===== src/rtl/updown_mod_counter.sv =====
// Modulo up/down counter with clear, clamped load, wrap/saturate boundary handling,
// enable prescaler, registered terminal-count pulse and sticky overflow flag.
module updown_mod_counter #(
  parameter int unsigned MAX_VALUE = 255,
  parameter int unsigned WRAP_MODE = 1,
  parameter int unsigned PRESCALE  = 1,
  localparam int unsigned WIDTH    = $clog2(MAX_VALUE + 1),
  localparam int unsigned PS_WIDTH = $clog2(PRESCALE + 1)
) (
  input  logic             clk_i,
  input  logic             a_rst_n_i,
  input  logic             enable_i,
  input  logic             clear_i,
  input  logic             load_i,
  input  logic [WIDTH-1:0] load_value_i,
  input  logic             up_i,
  output logic [WIDTH-1:0] value_o,
  output logic             tc_o,
  output logic             ovf_o
);

  localparam logic [WIDTH:0]    MAX_EXT = (WIDTH + 1)'(MAX_VALUE);
  localparam logic [PS_WIDTH-1:0] PS_LAST = PS_WIDTH'(PRESCALE - 1);

  logic [WIDTH-1:0]    value_q;
  logic [PS_WIDTH-1:0] ps_q;
  logic                tc_q;
  logic                ovf_q;

  logic [WIDTH:0] val_ext;
  logic [WIDTH:0] load_ext;
  logic [WIDTH:0] step_ext;
  logic [WIDTH:0] load_clamped;
  logic           step;
  logic           at_max;
  logic           at_zero;
  logic           boundary;

  always_comb begin
    val_ext      = {1'b0, value_q};
    load_ext     = {1'b0, load_value_i};
    load_clamped = (load_ext > MAX_EXT) ? MAX_EXT : load_ext;
    step         = enable_i && (ps_q == PS_LAST);
    at_max       = (val_ext == MAX_EXT);
    at_zero      = (val_ext == '0);
    boundary     = step && (up_i ? at_max : at_zero);
    step_ext     = val_ext;
    if (up_i) begin
      if (at_max) step_ext = (WRAP_MODE != 0) ? '0 : MAX_EXT;
      else        step_ext = val_ext + 1'b1;
    end else begin
      if (at_zero) step_ext = (WRAP_MODE != 0) ? MAX_EXT : '0;
      else         step_ext = val_ext - 1'b1;
    end
  end

  // Priority: clear > load > prescaled step; tc is only ever set by a boundary step.
  always_ff @(posedge clk_i or negedge a_rst_n_i) begin
    if (!a_rst_n_i) begin
      value_q <= '0;
      ps_q    <= '0;
      tc_q    <= 1'b0;
      ovf_q   <= 1'b0;
    end else if (clear_i) begin
      value_q <= '0;
      ps_q    <= '0;
      tc_q    <= 1'b0;
      ovf_q   <= 1'b0;
    end else if (load_i) begin
      value_q <= WIDTH'(load_clamped);
      ps_q    <= '0;
      tc_q    <= 1'b0;
    end else if (enable_i) begin
      if (step) begin
        ps_q    <= '0;
        value_q <= WIDTH'(step_ext);
        tc_q    <= boundary;
        if (boundary) ovf_q <= 1'b1;
      end else begin
        ps_q <= ps_q + 1'b1;
        tc_q <= 1'b0;
      end
    end else begin
      tc_q <= 1'b0;
    end
  end

  assign value_o = value_q;
  assign tc_o    = tc_q;
  assign ovf_o   = ovf_q;

endmodule


===== config.mk =====
export PLATFORM = sky130hd
export DESIGN_NAME = updown_mod_counter
export DESIGN_NICKNAME = d
export VERILOG_FILES = /design/src/rtl/updown_mod_counter.sv
export SDC_FILE = /design/constraint.sdc
export NUM_CORES = 1
export LEC_CHECK = 0
export ABC_AREA = 0
export CAP_MARGIN = 10
export CORE_MARGIN = 2
export CORE_UTILIZATION = 25
export CTS_CLUSTER_SIZE = 24
export DETAILED_ROUTE_END_ITERATION = 8
export PLACE_DENSITY = 0.52
export SLEW_MARGIN = 15
export SYNTH_ARGS = -nofsm -noshare
export SYNTH_HDL_FRONTEND = slang
export SYNTH_SLANG_ARGS = --single-unit

===== constraint.sdc =====
create_clock -name clk_i -period 2 [get_ports clk_i]
set_input_delay 0.3 -clock clk_i [delete_from_list [all_inputs] [get_ports clk_i]]
set_output_delay 0.3 -clock clk_i [all_outputs]
set_load 0.02 [all_outputs]

# After elaboration in Yosys (flattened, before gate mapping)
# Index checks and enable logic that the tools add are counted.
classes:
  addsub: 3
  reduce_logical: 10
  mux: 21
  magnitude_cmp: 0
  mul: 0
  div_mod_pow: 0
  n_shift: 0
  n_eq_ne: 2
  bitwise_logic: 1
op_table:
  columns: ["operator", "n"]
  rows:
  - ["two-way mux 8 bit", 7]
  - ["two-way mux 1 bit", 14]
  - ["adder 8 x 1 -> 8 bit, second input constant", 1]
  - ["equality test 8 bit, second input constant", 1]
  - ["logical NOT 8 bit", 1]
  - ["subtractor 8 x 1 -> 8 bit, second input constant", 1]
  - ["nonzero test 2 bit", 3]
  - ["nonzero test 3 bit", 2]
  - ["AND reduction 4 bit", 1]
  - ["logical AND 1 bit", 2]
  - ["inequality test 2 bit, second input constant", 1]
  - ["AND reduction 2 bit", 1]
  - ["adder 1 bit, second input constant", 1]
  - ["inverter 1 bit", 1]
totals:
  latch_bits: 0
  ramBits: 0
  ff_bits: 11
  rom_bits: 0
  out_inout_bits: 10
  memories: 0
  input_bits: 14
  wordCells: 41

# Depth between registers and ports, before layout
depth:
  depth_word: 8
  mapped_depth: 7
  mapped_depth_nobuf: 6

# Worst setup path after synthesis
# OpenSTA, ideal clock, no wires.
synth_path:
  kind: "reg-to-reg"
  from: "reg value_q[1], in the netlist value_o[1]"
  to: "reg value_q[4], in the netlist value_o[4]"
  setup_time_ns: 0.126
  period_less_slack_ns: 1.882
  arrival_time_ns: 1.756
  n_path_buf: 1
  stages_incl_launch_ff: 8
  setup_slack_ns: 0.118
  path_cell_list: "dfrtp_1 -> clkbuf_1 -> inv_1 -> ha_1 -> nor3b_1 -> a21oi_1 -> a211oi_1 -> a221o_1"
synth_via:
  elab_chain_len: 7
  elab_cells_between_ends: 11
synth_rtl:
  columns: ["element", "line_no", "text"]
  rows:
  - ["start: declaration", "25", "logic [WIDTH-1:0] value_q;"]
  - ["start signal: assignment", "70", "value_q <= WIDTH'(load_clamped);"]
  - ["start signal: assignment", "76", "value_q <= WIDTH'(step_ext);"]
  - ["subtractor 8 x 1 -> 8 bit (tied with other cells)", "53", "else step_ext = val_ext - 1'b1;"]
  - ["two-way mux 8 bit (on tied branches)", "52, 49", null]
  - ["two-way mux 8 bit *", "48", "if (up_i) begin"]
  - ["two-way mux 8 bit *", "74", "if (step) begin"]
  - ["two-way mux 8 bit *", "73", "end else if (enable_i) begin"]
  - ["two-way mux 8 bit *", "69", "end else if (load_i) begin"]
  - ["two-way mux 8 bit *", "64", "end else if (clear_i) begin"]
# Every way passes the cells marked *; elsewhere a longest branch is shown, timed or not. The select of a mux whose other input is x is not followed.
# A chain may end at the register's enable or synchronous reset.

# Worst setup path in the final report
layout_path:
  from: "reg value_q[0], in the netlist value_o[0]"
  to: "reg value_q[5], in the netlist value_o[5]"
# The elaborated chain is that of the path after synthesis.

==> results.md <==
* Status: complete, no violations
* Met2 wire length at 1.37 mm
* Clock power share at 29.4%
* CP Launch Point: value_o[0]$_DFFE_PN0P_
* Sw power at between 0.2 and 0.3 mW
* Sw Share at a little over a third
* Largest net degree at the start of global routing at 13
* Max Buffers Root-to-Sink at 2
* Fin. Hold Viols at 0
* FMAX at 0.553 GHz
* Mean Syn Cell Area at 8.13 µm²
* Syn_nets at about 140
* Via density at 5.40
* Worst skew pair latency at 0.25 ns
* I/O pins at 24
* Starting Density at 26.0%
* 1st-iter DRT viols at 27
* Root Driver: clkbuf_8
* Hold Crit Class: in2async
* Synth async-reset ratio at 100%
* Resized cells post-CTS at 0
* Internal power at 0.537 mW
* Drt wl/cell at 15.0 µm
* Final Slew Violations at 0
* Congestion Overflow GR at 0
* Post-CTS Setup Bufs at 0
* Critical path arrival at 1.98 ns
* Post-DP HPWL at 2.13 mm
* Port Buffer Count at 23
* Routed via count at 1058
* Maximum VDD drop at 0.344 mV
* Buffers and inverters on the worst path at 1
* Pre-antenna DRT Iters at 4
* GRT Total Usage at 14.2%
* Combinational share of power at 38.8%
* CTS tree: built
* Cells along the critical path: inv_1 > ha_1 > nor3b_1 > a21oi_1 > a31o_2 > o21ai_1
* Pre-CTS setup slack at ~0.23 ns
* TritonCTS buffer count at 3
* First-pass GRT wire length at 4.66 mm
* DRC at 0
* Clock Skew at 0.00137 ns
* M1 WL at around 1.3 mm
* Setup Crit Path Kind: reg2reg
* Die Y at 66.0 µm
* Endpoints failing setup at 0
* Power Total at 0.821 mW
* Area growth syn-to-layout at 40.3%
* Total number of H-tree levels at 1
* Initial antenna violation count at 0
* PD cells at 610 nW/µm²
* CP delay by family, top: compound AO/OA/AOI/OAI gates
* Primary FF master, synth: dfrtp_1
* Drt total wl at 2.93 mm
* Post-route clock period utilization at 90.3%
* Clock Sinks at 11
* Post-DRT Antenna Nets at 0
* Final min period at roughly 1.8 ns
* Sequential Power Share at approximately a third
* Synthesized netlist cell count at roughly 120
* Overall die width at between 60 and 70 µm
* MaxCap Viol Count at 0
* Synthesized flop and latch total at 11
* Worst setup SP type: register
* DIE AREA at 4350 µm²
* Critical path fanouts, max at 6
* DR top layer: met4
* Core Footprint at 3690 µm²
* Post-synth EDFFs at 0
* Placer Congestion at 0.857
* Synth cell types at 44
* Post-synthesis sequential area ratio at 28.7%
* Nets at about 170
* WP data required at between 2 and 2.5 ns
* Commonest non-fill, non-tap cell in the layout: clkdlybuf4s50_1
* Most frequent cells in the layout: clkdlybuf4s50_1, buf_4, a21oi_1, dfrtp_1, inv_1
* CTS clk-pin slew, worst paths at around 0.060 ns
* R2R Path Start: value_o[0]$_DFFE_PN0P_
* Row Count at 22
* Setup ws final at 0.193 ns
* Slowest cell on the critical path: dfrtp_1
* RSZ-0062 raised after global routing: no
* Slew headroom at 62.6%
* CTS Hold Bufs at 0
* Yosys warns at 0
* Static leakage at 0.544 nW
* Setup TNS at 0 ns
* DR WL met3 at around 200 µm
* Final hold slack at 0.410 ns
* Synthesized cell area at 960 µm²
* Crit. End Element: register
* Crit path largest cell delay at 0.37 ns
* Antenna cells at 0
* Share of layout cells above drive strength 1 at 14.9%
* Vias in the first global route at 959
* Worst Tran Pin Value at 0.559 ns
-- worst reg2reg max path, stage by stage (launching register included) --
cell	delay (ns)
dfrtp_1	0.37
inv_1	0.17
ha_1	0.21
nor3b_1	0.36
a21oi_1	0.22
a31o_2	0.29
o21ai_1	0.11
-- layout make-up --
cell class	count	area (µm²)
Inverter	8	30.0
Sequential cell	11	275
Multi-Input combinational cell	87	593
Timing Repair Buffer	38	343
Fill cell	407	2340
Tap cell	48	60.1
Clock buffer	4	45.0
-- sequential cells by signal, summed over array words and instances, names as in the netlist --
name,cells
tc_o,1
value_o,8
ps_q,1
ovf_o,1
-- per-stage QoR --
| stage | utilization [%] | instances | area, µm² |
|---|---|---|---|
| finish | 36.5 | 196 | 1350 |
| global route | 36.5 | 196 | 1350 |
| CTS | 36.5 | 196 | 1350 |
| detailed placement | 35.3 | 192 | 1300 |
| global placement | 35.3 | 192 | 1300 |
| floorplan | - | 118 | 960 |
-- power groups by stage --
stage	Combinational (mW)	Clock, mW	Sequential, mW
after global placement	0.316	0	0.265
final	0.318	0.241	0.262
after CTS	0.316	0.244	0.261
after global routing	0.344	0.261	0.264
after detailed placement	0.312	0	0.265
after floorplan	0.174	0	0.276
-- cells in the mapped netlist (all sizes together) (2+ instances only) --
library cell  count  area [µm²]
o21ai             6        30.0
a22oi             2        15.0
a211oi            3        22.5
nor3              4        20.0
a21oi            13        65.1
or4               2        15.0
buf               3        27.5
nor2b             2        12.5
xnor2             2        17.5
a21o              4        30.0
nand4             2        12.5
o31ai             3        22.5
a31oi             2        12.5
nand3             3        15.0
ha                3        37.5
xor2              2        17.5
inv               8        30.0
nor3b             3        22.5
dfrtp            11         275
clkbuf            9        33.8
a221oi            2        17.5
a221o             2        20.0
a31o              2        17.5
nor2              4        15.0
nand2             4        15.0
-- metal layers --
| metal | up-vias | track usage (%) |
|---|---|---|
| met5 | - | 0 |
| met4 | 0 | 5.36 |
| met3 | 9 | 4.60 |
| met2 | 50 | 22.1 |
| met1 | 491 | 18.1 |
| li1 | 508 | - |
-- cell families after synthesis --
| logic type | synth area share (%) |
|---|---|
| flops | 28.7 |
| simple gates | 19.6 |
| fa+ha+maj | 3.91 |
| compound gates | 34.7 |
| xor+xnor | 3.65 |
| buf+inv | 9.52 |
-- final timing paths --
| check | cells past startpoint | slack, ns | end |
|---|---|---|---|
| max in group asynchronous | 1 | 1.22 | value_o[5]$_DFFE_PN0P_ |
| hold reg to reg | 2 | 0.52 | ovf_o$_DFFE_PN0P_ |
| hold / removal | 1 | 0.41 | ps_q$_DFFE_PN0P_ |
| setup reg to reg | 6 | 0.19 | value_o[5]$_DFFE_PN0P_ |
| min in group clk_i | 2 | 0.52 | ovf_o$_DFFE_PN0P_ |
| setup / recovery | 6 | 0.19 | value_o[5]$_DFFE_PN0P_ |
Power figures use the tool's default switching activity.
